--- src/rtl/acl_stream_pkg.sv ---
// Shared types and constants for the ACL ingress stream path.
package acl_stream_pkg;

    typedef enum logic [1:0] {
        IDLE  = 2'd0,
        XFER  = 2'd1,
        DRAIN = 2'd2
    } arb_state_t;

    localparam int ETH_MAX_FRAME_BYTES = 1518;
    localparam int BYTES_PER_BEAT      = 4;

    // Number of stream beats needed to carry n bytes (rounded up).
    function automatic int beats_for_bytes(input int n);
        return (n + BYTES_PER_BEAT - 1) / BYTES_PER_BEAT;
    endfunction

endpackage

--- src/rtl/acl_rr_pick.sv ---
// Two-requester round-robin picker. Remembers the last port that finished
// a frame and, on a tie, favours the other one.
module acl_rr_pick
    import acl_stream_pkg::*;
(
    input  logic clk,
    input  logic rst,
    input  logic req0,
    input  logic req1,
    input  logic update,
    input  logic upd_grant,
    output logic pick_valid,
    output logic pick
);

    logic last_grant;

    // Last-served port; resets to 1 so that port 0 wins the first tie.
    always_ff @(posedge clk) begin
        if (rst) begin
            last_grant <= 1'b1;
        end else if (update) begin
            last_grant <= upd_grant;
        end
    end

    // Single requester wins outright; a tie goes to the port not served last.
    always_comb begin
        pick_valid = req0 | req1;
        if (req0 && req1) begin
            pick = ~last_grant;
        end else begin
            pick = req1;
        end
    end

endmodule

--- src/rtl/acl_ingress_arbiter.sv ---
// Frame-granular arbiter merging two receive streams onto the single
// ACL/FIFO ingress port. A grant is held from first beat to tlast; oversize
// frames are cut at MAX_BEATS and stalled frames are aborted, after which the
// rest of the offending frame is drained from its source.
module acl_ingress_arbiter
    import acl_stream_pkg::*;
#(
    parameter int DATA_W         = 32,
    parameter int MAX_BEATS      = beats_for_bytes(ETH_MAX_FRAME_BYTES),
    parameter int TIMEOUT_CYCLES = 64,
    parameter int CNT_W          = 9
) (
    input  logic              clk,
    input  logic              rst,
    input  logic              i_rxd0_tvalid,
    input  logic              i_rxd0_tlast,
    input  logic [DATA_W-1:0] i_rxd0_tdata,
    output logic              o_rxd0_tready,
    input  logic              i_rxd1_tvalid,
    input  logic              i_rxd1_tlast,
    input  logic [DATA_W-1:0] i_rxd1_tdata,
    output logic              o_rxd1_tready,
    output logic              o_txd_tvalid,
    output logic              o_txd_tlast,
    output logic [DATA_W-1:0] o_txd_tdata,
    output logic              o_txd_tuser,
    input  logic              i_txd_tready,
    output logic              o_grant,
    output logic              o_frame_done,
    output logic [CNT_W-1:0]  o_frame_beats,
    output logic              o_abort
);

    localparam int IDLE_W = $clog2(TIMEOUT_CYCLES + 1);

    arb_state_t        state_q, state_d;
    logic              grant_q, grant_d;
    logic [CNT_W-1:0]  beat_cnt_q, beat_cnt_d;
    logic [IDLE_W-1:0] idle_cnt_q, idle_cnt_d;
    logic              upd_last;
    logic              pick_valid, pick;
    logic              sel_tvalid, sel_tlast, sel_tready;
    logic [DATA_W-1:0] sel_tdata;

    acl_rr_pick u_pick (
        .clk        (clk),
        .rst        (rst),
        .req0       (i_rxd0_tvalid),
        .req1       (i_rxd1_tvalid),
        .update     (upd_last),
        .upd_grant  (grant_q),
        .pick_valid (pick_valid),
        .pick       (pick)
    );

    // Source mux driven by the registered grant.
    always_comb begin
        sel_tvalid = grant_q ? i_rxd1_tvalid : i_rxd0_tvalid;
        sel_tlast  = grant_q ? i_rxd1_tlast  : i_rxd0_tlast;
        sel_tdata  = grant_q ? i_rxd1_tdata  : i_rxd0_tdata;
    end

    assign o_rxd0_tready = sel_tready & ~grant_q;
    assign o_rxd1_tready = sel_tready &  grant_q;
    assign o_grant       = grant_q;

    // Arbitration state, grant and counters.
    always_ff @(posedge clk) begin
        if (rst) begin
            state_q    <= IDLE;
            grant_q    <= 1'b0;
            beat_cnt_q <= '0;
            idle_cnt_q <= '0;
        end else begin
            state_q    <= state_d;
            grant_q    <= grant_d;
            beat_cnt_q <= beat_cnt_d;
            idle_cnt_q <= idle_cnt_d;
        end
    end

    // Next-state and output decode; XFER is a zero-latency pass-through.
    always_comb begin
        state_d       = state_q;
        grant_d       = grant_q;
        beat_cnt_d    = beat_cnt_q;
        idle_cnt_d    = idle_cnt_q;
        upd_last      = 1'b0;
        sel_tready    = 1'b0;
        o_txd_tvalid  = 1'b0;
        o_txd_tlast   = 1'b0;
        o_txd_tdata   = '0;
        o_txd_tuser   = 1'b0;
        o_frame_done  = 1'b0;
        o_frame_beats = '0;
        o_abort       = 1'b0;

        case (state_q)
            IDLE: begin
                if (pick_valid) begin
                    grant_d    = pick;
                    state_d    = XFER;
                    beat_cnt_d = '0;
                    idle_cnt_d = '0;
                end
            end

            XFER: begin
                sel_tready   = i_txd_tready;
                o_txd_tvalid = sel_tvalid;
                o_txd_tdata  = sel_tdata;
                o_txd_tlast  = sel_tlast;
                if (sel_tvalid && i_txd_tready) begin
                    beat_cnt_d = beat_cnt_q + CNT_W'(1);
                    idle_cnt_d = '0;
                    if (sel_tlast) begin
                        o_frame_done  = 1'b1;
                        o_frame_beats = beat_cnt_q + CNT_W'(1);
                        upd_last      = 1'b1;
                        state_d       = IDLE;
                    end else if (beat_cnt_q == CNT_W'(MAX_BEATS - 1)) begin
                        // Oversize: close the frame here and flag it as truncated.
                        o_txd_tlast   = 1'b1;
                        o_txd_tuser   = 1'b1;
                        o_frame_done  = 1'b1;
                        o_frame_beats = CNT_W'(MAX_BEATS);
                        state_d       = DRAIN;
                    end
                end else if (!sel_tvalid) begin
                    if (idle_cnt_q == IDLE_W'(TIMEOUT_CYCLES - 1)) begin
                        o_abort    = 1'b1;
                        idle_cnt_d = '0;
                        state_d    = DRAIN;
                    end else begin
                        idle_cnt_d = idle_cnt_q + IDLE_W'(1);
                    end
                end else begin
                    // Downstream back-pressure with data pending is not idleness.
                    idle_cnt_d = '0;
                end
            end

            DRAIN: begin
                sel_tready = 1'b1;
                if (sel_tvalid) begin
                    idle_cnt_d = '0;
                    if (sel_tlast) begin
                        upd_last = 1'b1;
                        state_d  = IDLE;
                    end
                end else if (idle_cnt_q == IDLE_W'(TIMEOUT_CYCLES - 1)) begin
                    idle_cnt_d = '0;
                    upd_last   = 1'b1;
                    state_d    = IDLE;
                end else begin
                    idle_cnt_d = idle_cnt_q + IDLE_W'(1);
                end
            end

            default: begin
                state_d = IDLE;
            end
        endcase
    end

endmodule

--- config.mk ---
export PLATFORM = sky130hd
export DESIGN_NAME = acl_ingress_arbiter
export DESIGN_NICKNAME = d
export VERILOG_FILES = /design/src/rtl/acl_stream_pkg.sv /design/src/rtl/acl_rr_pick.sv /design/src/rtl/acl_ingress_arbiter.sv
export SDC_FILE = /design/constraint.sdc
export NUM_CORES = 1
export LEC_CHECK = 0
export CAP_MARGIN = 15
export CORE_MARGIN = 3
export CORE_UTILIZATION = 35
export CTS_CLUSTER_SIZE = 30
export DETAILED_ROUTE_END_ITERATION = 8
export MAX_ROUTING_LAYER = met4
export PLACE_DENSITY = 0.85
export SYNTH_ARGS = -nofsm -noshare
export SYNTH_HDL_FRONTEND = slang
export SYNTH_SLANG_ARGS = --single-unit
--- constraint.sdc ---
create_clock -name clk -period 2.36 [get_ports clk]
set_clock_uncertainty 0.2 [all_clocks]
set_input_delay 0.472 -clock clk [delete_from_list [all_inputs] [get_ports clk]]
set_output_delay 0.472 -clock clk [all_outputs]
set_load 0.01 [all_outputs]
==> key figures, run 1 <==
Logic synthesis
  – Syn nets: about 310
  – Yosys reg bits: 20
  – Synth Area in Simple Gates: 0.3158
  – Syn Inst Count: approximately 230
  – Synth top area cells: dfxtp_1 22%, mux2i_1 19%, nor2b_1 11%
  – Synthesized area: ~1900 um2
  – Top_reg_cell synth: dfxtp_1
  – Synth Area in Adders: 0.04040
  – Syn. warnings: 0
  – Synthesized area per cell: 7.940 um2
  – Post-synthesis mux area share: 0.2007
  – Post-synth ARST share: 0
  – Seq/Total Area, Yosys: 0.2155
  – Main combinational cell family by area after synthesis: simple AND/OR/NAND/NOR gates
  – Xor/xnor share of the synthesized area: 0.05657
  – Biggest area consumer among synthesized cells: dfxtp_1
  – Yosys cell types: 39
  – Post-synth EDFFs: 0
  – Compound-Gate Fraction of Synth Area: 0.1279
  – Share of Yosys cell area claimed by the top area cell type: 0.2155

Timing
  – Final Hold Vio Count: 0
  – # setup viols final: 0
  – Tcrit/Tclk final: 0.9872
  – Worst-margin pin slew: roughly 0.5 ns
  – Fmax: approximately 430 MHz
  – TNS Setup: 0 ns
  – Minimum clock period: between 2 and 2.5 ns
  – Slew margin rel.: 0.6733
  – Max-slew violations: 0

Clock network
  – # hold bufs at CTS: 0
  – CTS Buf Count: 3
  – CTS clk-pin slew, worst paths: approximately 0.08 ns
  – CTS tree: done
  – Clk_lat worst skew: 0.26 ns
  – H-tree depth: 1
  – Sink Count: 20
  – Clk buf depth: 2
  – CTS root buf: clkbuf_8

Floorplanning
  – Die area: around 6200 um2
  – Starting density of the core: 0.3783
  – Rows: 25
  – Core Region: just under 5000 um2
  – # IOs: 120
  – Die W: ~79 um
  – Die Height: 78.86 um

Routing
  – WL final: 7834 um
  – DRT Pass-1 Iters: 4
  – Initial DRC Count: between 90 and 100
  – DRC viols: 0
  – Wire per inst: ~17 um
  – Number of nets with antenna violations after routing: 0
  – Avg Vias per Cell: ~5.0
  – Routed vias: 2,336

Worst setup path
  – Startpoint Class: register
  – CP arrival: around 1.7 ns
  – Type of the worst setup path: register to output port
  – CP Max Fanout: 4
  – Critical Path End Type: output port
  – Worst Path Required: 1.69 ns

Worst hold path
  – Hold WC Path Type: register to register

Placed design
  – Detailed Place HPWL: between 5000 and 6000 um
  – # port buffers: 119
  – Routability cong.: slightly below 0.9
  – Cell count after placement: between 400 and 500

Power and ir drop
  – P per Cell Area: between 600 and 700 nW/um2
  – Tot Pwr: 0.002261 W
  – Worst vdd ir: between 400 and 500 uV
  – Leak pwr: ~1.5 nW

Global route
  – First-pass GRT wire length: between 10,000 and 15,000 um
  – Number of global-route vias before repair: approximately 2,400
  – Gr ovfl total: 0
  – Total Routing Usage GR: 0.2480
  – Largest net degree at the start of global routing: 20
  – Initial antenna violation count: 1

Finish
  – Area grow syn2layout: 95.62%
  – Final cell count without fillers: 465
  – Layout cells sized above 1: 0.2544
  – Fill count: about 360
  – Nets@finish: roughly 480

Status
  – Outcome: finished, final reports clean

Run
  – Max_cap viols: 0
-- sequential cells by signal, indices dropped and copies added (netlist names) --
signal / flops
beat_cnt_q: 9
idle_cnt_q: 7
state_q: 2
o_grant: 1
u_pick.last_grant: 1
-- kinds of logic after synthesis --
| family | count (synthesis) |
|---|---|
| AO/OA/AOI/OAI | 36 |
| XOR/XNOR | 12 |
| adder cells (fa/ha/maj) | 6 |
| buffers and inverters | 18 |
| flip-flops | 20 |
| multiplexers | 37 |
| AND/OR/NAND/NOR | 105 |
-- worst max-delay path: stages, from the launching register on --
cell and delay (ns):
dfxtp_2 0.36, buf_4 0.14, and3_4 0.22, nand3_4 0.10, nor2_4 0.14, xnor2_2 0.08
nor2_1 0.18, clkbuf_2 0.17
-- repair_timing --
item	in CTS	in global routing
setup buffers	4	3
setup endpoints to repair	48	25
gates cloned	1	0
hold endpoints to repair	0	0
resized for setup	100	33
pin swaps	4	4
-- per-stage QoR --
| stage | util | setup slack, ns | instance area, um2 | hold slack [ns] |
|---|---|---|---|---|
| detailed placement | 0.6996 | -0.5617 | 3436 | 0.2800 |
| global route | 0.7401 | -0.008228 | 3635 | 0.3173 |
| global placement | 0.6996 | -0.5060 | 3436 | 0.2708 |
| CTS | 0.7287 | 0.0006718 | 3578 | 0.2897 |
| floorplan | - | 0.1322 | 1858 | 0.2627 |
| finish | 0.7401 | 0.03013 | 3635 | 0.2942 |
-- Yosys cell counts (2+ instances only) --
master and count:
nor3b_1 3, a311oi_1 7, nor2_1 19, nand2b_1 8, mux2_2 2, o21ai_0 4
nand4_1 5, ha_1 6, clkbuf_1 7, xor2_1 6, and3_1 5, a21oi_1 15
mux2i_1 35, nand3_1 8, inv_1 5, dfxtp_1 20, xnor2_1 6, nor2b_1 33
buf_2 4, nand2_1 17
-- cell type report --
class / count / area (um2) / share of cell area
multi-input cells: 196 / 1521 / 0.4186
inverters: 5 / 18.77 / 0.005164
clock buffers: 4 / 55.05 / 0.01515
well taps: 67 / 83.83 / 0.02306
flip-flops and latches: 20 / 410.4 / 0.1129
repair buffers: 172 / 1543 / 0.4244
diodes: 1 / 2.502 / 0.0006885
-- layer usage --
metal  wire length, um  global-route usage  vias up
li1                  -                   -     1152
met3               586             0.05329       16
met4               192             0.07560        0
met2              3953              0.4431       97
met5                 0                   -        -
met1              3102              0.2773     1071
-- cell usage in the layout (no fill, tap or decap), types with 2 or more instances in the layout --
cell type	Yosys	final
a311oi_1	7	7
buf_4	0	47
buf_2	4	7
and3_1	5	2
nand2b_1	8	8
ha_4	0	2
buf_12	0	3
ha_1	6	4
xor2_1	6	6
clkbuf_8	0	4
clkbuf_2	0	9
nor2b_1	33	33
clkdlybuf4s15_1	0	5
inv_1	5	5
xnor2_1	6	5
nand3_4	0	2
nand2_1	17	16
nor3b_2	1	2
and3_4	0	3
nor2_1	19	17
dfxtp_1	20	14
nand3_1	8	6
dfxtp_2	0	5
o21ai_0	4	4
a21oi_1	15	13
nand4_1	5	5
nor3b_1	3	2
a21oi_2	1	3
mux2i_1	35	35
dlygate4sd2_1	0	32
mux2_4	0	2
nor2_4	0	2
clkdlybuf4s50_1	0	66
-- power by group --
group          switching, W  leakage, nW  internal (W)
Combinational      0.000755         1.32      0.000842
Sequential        0.0000298        0.165      0.000367
Clock              0.000119       0.0288      0.000149
Total              0.000904         1.51       0.00136
-- path summary, 6_finish.rpt --
kind	cells after the start	startpoint	slack, ns	endpoint
hold reg to reg	1	idle_cnt_q[6]	0.29	idle_cnt_q[6]
setup / recovery	7	beat_cnt_q[0]	0.03	o_frame_beats[7]
hold / removal	1	idle_cnt_q[6]	0.29	idle_cnt_q[6]
setup reg to reg	8	o_grant	0.23	u_pick.last_grant
No activity file was read; power rests on OpenSTA's default activity.
==> run 2, diff against run 1 <==
SKIP_CTS_REPAIR_TIMING = 1   (was not set)
==> key figures, run 2 (same netlist as run 1, synthesis figures left out) <==
Status
  – Outcome: finished, final reports clean

Clock network
  – Clk buf depth: 2 (unchanged)
  – H-tree depth: 1 (unchanged)
  – CTS tree: done
  – CTS Buf Count: 3 (unchanged)
  – Sink Count: 20 (unchanged)
  – Clk_lat worst skew: 0.26 ns (about the same)
  – CTS root buf: clkbuf_8
  – CTS clk-pin slew, worst paths: 0.08 ns (about the same)

Timing
  – Tcrit/Tclk final: 0.9960 (+0.008814)
  – Max-slew violations: 0 (unchanged)
  – # setup viols final: 0 (unchanged)
  – Slew margin rel.: 0.6779 (+0.004612)
  – Final Hold Slack: 0.2969 ns (+0.002668 ns)
  – Worst-margin pin slew: 0.4813 ns (-0.006893 ns)
  – Final Hold Vio Count: 0 (unchanged)
  – TNS Setup: 0 ns (unchanged)
  – Fmax: 425.4 MHz (-0.88%)
  – Minimum clock period: 2.351 ns (+0.02080 ns)
  – RSZ-0062 raised after global routing: true

Finish
  – Layout cells sized above 1: 0.2281 (-0.02634)
  – Fill count: 296 (-17%)
  – Final cell count without fillers: 467 (+0.43%)
  – Register area: 410.4 um2 (unchanged)
  – Most frequent cells in the layout: 66 x clkdlybuf4s50_1, 47 x buf_4, 46 x dlymetal6s2s_1
  – Most flop-heavy register: beat_cnt_q
  – Most common cell after layout, fill and taps aside: clkdlybuf4s50_1
  – Area grow syn2layout: 104.4%
  – Nets@finish: 477 (+0.42%)
  – Top Registers: beat_cnt_q x9, idle_cnt_q x7, state_q x2
  – Max reg flops: 9 (unchanged)
  – Multi-input gate area: 1483 um2 (-2.5%)

Worst setup path
  – CP Max Fanout: 4 (unchanged)
  – Critical Path End Type: output port
  – Buf/Inv on CP: 2 (unchanged)
  – Slowest-stage cell, CP: dfxtp_2
  – CP arrival: 1.68 ns (+0.02 ns)
  – CP peak stage delay: 0.36 ns (about the same)
  – CP cell instances: buf_4 -> and3_1 -> nand3_2 -> nor2_2 -> xnor2_1 -> nor2_1 -> dlymetal6s2s_1
  – Critical path's top delay family: simple AND/OR/NAND/NOR gates
  – Type of the worst setup path: register to output port
  – Startpoint Class: register
  – Worst Path Required: 1.69 ns (about the same)

Global route
  – First-pass GRT wire length: 11,140 um (-7.4%)
  – Largest net degree at the start of global routing: 23 (+15%)
  – Gr ovfl total: 0 (unchanged)
  – Number of global-route vias before repair: 2,226 (-7.1%)
  – Total Routing Usage GR: 0.2282 (-0.01981)
  – Initial antenna violation count: 1 (unchanged)

Floorplanning
  – # IOs: 120 (unchanged)
  – Die W: 78.86 um (unchanged)
  – Starting density of the core: 0.3783 (unchanged)
  – Core Region: 4911 um2 (unchanged)
  – Die Height: 78.86 um (unchanged)
  – Rows: 25 (unchanged)
  – Die area: 6219 um2 (unchanged)

Placed design
  – Routability cong.: 0.8839 (unchanged)
  – # port buffers: 119 (unchanged)
  – Cell count after placement: 452 (unchanged)
  – Detailed Place HPWL: 5731 um (unchanged)

Power and ir drop
  – Worst vdd ir: 444.3 uV (-8.5%)
  – P per Cell Area: 624.6 nW/um2 (+0.39%)
  – Tot Pwr: 0.002373 W (+4.9%)
  – Leak pwr: 2.123 nW (+40%)

Routing
  – DRT Pass-1 Iters: 4 (unchanged)
  – WL final: 8488 um (+8.3%)
  – Avg Vias per Cell: 5.218 (+3.9%)
  – Routed vias: 2,437 (+4.3%)
  – Number of nets with antenna violations after routing: 0 (unchanged)
  – Wire per inst: 18.18 um (+7.9%)
  – Initial DRC Count: 91 (-4.2%)
  – DRC viols: 0 (unchanged)

Worst hold path
  – Hold WC Path Type: register to register

Run
  – Max_cap viols: 0 (unchanged)
[run 2: cell types whose count changed in the layout (fill, tap and decap cells not counted), sizes merged]
cell	previous run	this run
dlymetal6s2s	0	46
dlygate4sd2	32	0
clkbuf	13	8
clkdlybuf4s15	5	0
buf	59	58
bufbuf	1	0
[run 2: layer usage]
metal  vias up  routed length [um]  share of wire  track usage
met5         -                   0              0            -
met4         0                 204          0.024      0.05326
met3        18                 705          0.083      0.05442
met2       109                4250           0.50       0.3981
met1      1152                3328           0.39       0.2663
li1       1158                   -              -            -
[run 2: path summary, 6_finish.rpt]
check	start	end	slack (ns)	cells after the start
max	beat_cnt_q[0]	o_frame_beats[7]	0.009	7
min	idle_cnt_q[6]	idle_cnt_q[6]	0.30	1
max reg2reg	o_grant	u_pick.last_grant	0.19	7
min reg2reg	idle_cnt_q[6]	idle_cnt_q[6]	0.30	1
[run 2: stage by stage]
stage	util	area, um2	setup WS [ns]
floorplan	-	1858	0.1322
global route	0.7735	3799	-0.04928
detailed placement	0.6996	3436	-0.5617
finish	0.7735	3799	0.009327
global placement	0.6996	3436	-0.5060
CTS	0.7108	3491	-0.5748
[run 2: worst reg2reg max path: stages, from the launching register on]
cell	delay, ns
dfxtp_4	0.37
buf_6	0.16
mux2i_1	0.29
buf_4	0.17
nor2_1	0.05
o32ai_1	0.44
nor2b_1	0.12
a211o_1	0.27
[run 2: layout make-up]
class,count,share of cell area
Sequential cell,20,0.1080
Clock buffer,4,0.01449
Multi-Input combinational cell,196,0.3903
Timing Repair Buffer,174,0.4595
Inverter,5,0.004941
Tap cell,67,0.02207
Antenna cell,1,0.0006588
[run 2: where the power goes]
group / internal [W] / switching, W
registers: 0.000367 / 0.0000265
logic: 0.000920 / 0.000793
clock network: 0.000149 / 0.000118
==> run 3, diff against run 2 <==
GPL_TIMING_DRIVEN = 0   (was not set)
==> key figures, run 3 (same netlist as run 1, synthesis figures left out) <==
Status
  – Outcome: complete, but fails checks
  – Failing checks: negative setup slack

Placed design
  – Cell count after placement: 419 (-7.3%)
  – Routability cong.: 0.8948 (+1.2%)
  – # port buffers: 118 (-0.84%)
  – Detailed Place HPWL: 5408 um (-5.6%)

Finish
  – Most frequent cells in the layout: 66 x clkdlybuf4s50_1, 40 x dlymetal6s2s_1, 35 x mux2i_1
  – Top Registers: beat_cnt_q x9, idle_cnt_q x7, state_q x2
  – Nets@finish: 440 (-7.8%)
  – Most flop-heavy register: beat_cnt_q
  – Most common cell after layout, fill and taps aside: clkdlybuf4s50_1
  – Area grow syn2layout: 86.80%
  – Max reg flops: 9 (unchanged)
  – Fill count: 359 (+21%)
  – Layout cells sized above 1: 0.1856 (-0.04247)
  – Post-layout util: 0.7068 (-0.06675)
  – Final cell count without fillers: 428 (-8.4%)
  – Diode count: 0 (-1)

Routing
  – Initial DRC Count: 69 (-24%)
  – DRT Pass-1 Iters: 4 (unchanged)
  – DRC viols: 0 (unchanged)
  – WL final: 7524 um (-11%)
  – Number of nets with antenna violations after routing: 0 (unchanged)
  – Avg Vias per Cell: 5.304 (+1.6%)
  – Wire per inst: 17.58 um (-3.3%)
  – Routed vias: 2,270 (-6.9%)

Floorplanning
  – Core Region: 4911 um2 (unchanged)
  – Rows: 25 (unchanged)
  – Die Height: 78.86 um (unchanged)
  – Die W: 78.86 um (unchanged)
  – # IOs: 120 (unchanged)
  – Die area: 6219 um2 (unchanged)
  – Starting density of the core: 0.3783 (unchanged)

Clock network
  – Clk buf depth: 2 (unchanged)
  – CTS root buf: clkbuf_8
  – Clk_lat worst skew: 0.26 ns (about the same)
  – H-tree depth: 1 (unchanged)
  – CTS Buf Count: 3 (unchanged)
  – CTS tree: done
  – CTS clk-pin slew, worst paths: 0.07 ns (about the same)
  – Sink Count: 20 (unchanged)

Global route
  – Gr ovfl total: 0 (unchanged)
  – First-pass GRT wire length: 10,470 um (-5.9%)
  – Number of global-route vias before repair: 2,103 (-5.5%)
  – Largest net degree at the start of global routing: 11 (-52%)
  – Total Routing Usage GR: 0.2130 (-0.01522)
  – Initial antenna violation count: 0 (-1)

Worst setup path
  – Buf/Inv on CP: 2 (unchanged)
  – Startpoint Class: primary input
  – CP Max Fanout: 7 (+3)
  – Critical path's most frequent cell: dlymetal6s2s_1
  – Critical Path End Type: output port
  – Type of the worst setup path: primary input to output port
  – CP arrival: 1.71 ns (+0.03 ns)
  – Slowest-stage cell, CP: nor4_2
  – CP cell instances: dlymetal6s2s_1 -> mux2_4 -> nand3_1 -> nor4_2 -> dlymetal6s2s_1
  – Worst Path Required: 1.69 ns (about the same)
  – Critical path's top delay family: simple AND/OR/NAND/NOR gates
  – Flop2flop setup slack: 0.29 ns (+0.10 ns)
  – CP peak stage delay: 0.36 ns (about the same)

Timing
  – RSZ-0062 raised after global routing: true
  – Worst-margin pin slew: 0.5460 ns (+0.06462 ns)
  – Max-slew violations: 0 (unchanged)
  – Slew margin rel.: 0.6360 (-0.04190)
  – Minimum clock period: 2.379 ns (+0.02848 ns)
  – Tcrit/Tclk final: 1.008 (+0.01207)
  – # setup viols final: 3 (+3)
  – Final Hold Vio Count: 0 (unchanged)
  – Fmax: 420.3 MHz (-1.2%)
  – Setup slack after layout: -0.01915 ns (-0.02848 ns)

Power and ir drop
  – Worst vdd ir: 454.0 uV (+2.2%)
  – Leak pwr: 1.822 nW (-14%)
  – P per Cell Area: 625.4 nW/um2 (+0.14%)

Run
  – Max_cap viols: 0 (unchanged)

Worst hold path
  – Hold WC Path Type: register to register
## run 3: cell count changes in the layout (fill, tap and decap cells not counted), moves of 2 or more
cell            change
a21oi_1             -3
a21oi_2             +3
and3_1              -2
buf_12              -2
buf_4              -38
clkbuf_2            +4
clkbuf_4            +2
dfxtp_1             -2
dfxtp_4             +2
dlymetal6s2s_1      -6
nor2_2              -2
nor2_4              +2
## run 3: worst paths after layout
| path | from | end | cells past startpoint |
|---|---|---|---|
| worst max-delay path | i_rxd0_tvalid | o_txd_tuser | 5 |
| worst min-delay path | idle_cnt_q[6] | idle_cnt_q[6] | 1 |
| worst max register to register | beat_cnt_q[4] | state_q[0] | 6 |
| worst min register to register | idle_cnt_q[6] | idle_cnt_q[6] | 1 |
## run 3: stage by stage
step	total power [W]	setup slack [ns]	setup TNS [ns]	area, um2	hold WS (ns)
detailed placement	0.001847	-0.9270	-27.16	3123	0.2798
finish	0.002171	-0.01915	-0.05148	3471	0.2961
floorplan	0.001180	0.1322	0	1858	0.2627
CTS	0.002075	-1.044	-37.22	3164	0.2898
global placement	0.001822	-0.9033	-25.49	3123	0.2716
global route	0.002299	-0.07273	-0.3559	3471	0.3121
## run 3: power breakdown
part,internal (W),switching [W]
Sequential,0.000369,0.0000377
Clock,0.000114,0.000108
Combinational,0.000805,0.000738
Total,0.00129,0.000884
## run 3: cell type report
class	instances	area, um2	area share
multi-input cells	196	1526	0.4398
clock buffers	3	41.29	0.01190
inverters	5	18.77	0.005407
plain buffers	13	116.4	0.03353
flip-flops and latches	20	417.9	0.1204
repair buffers	124	1266	0.3648
well taps	67	83.83	0.02415
## run 3: per-layer routing
layer  part of all wire  vias to the layer above  track usage
met5                  0                        -            -
met4              0.029                        0      0.06701
met3               0.10                       19      0.05329
met2               0.50                      124       0.3684
met1               0.37                     1047       0.2426
li1                   -                     1080            -
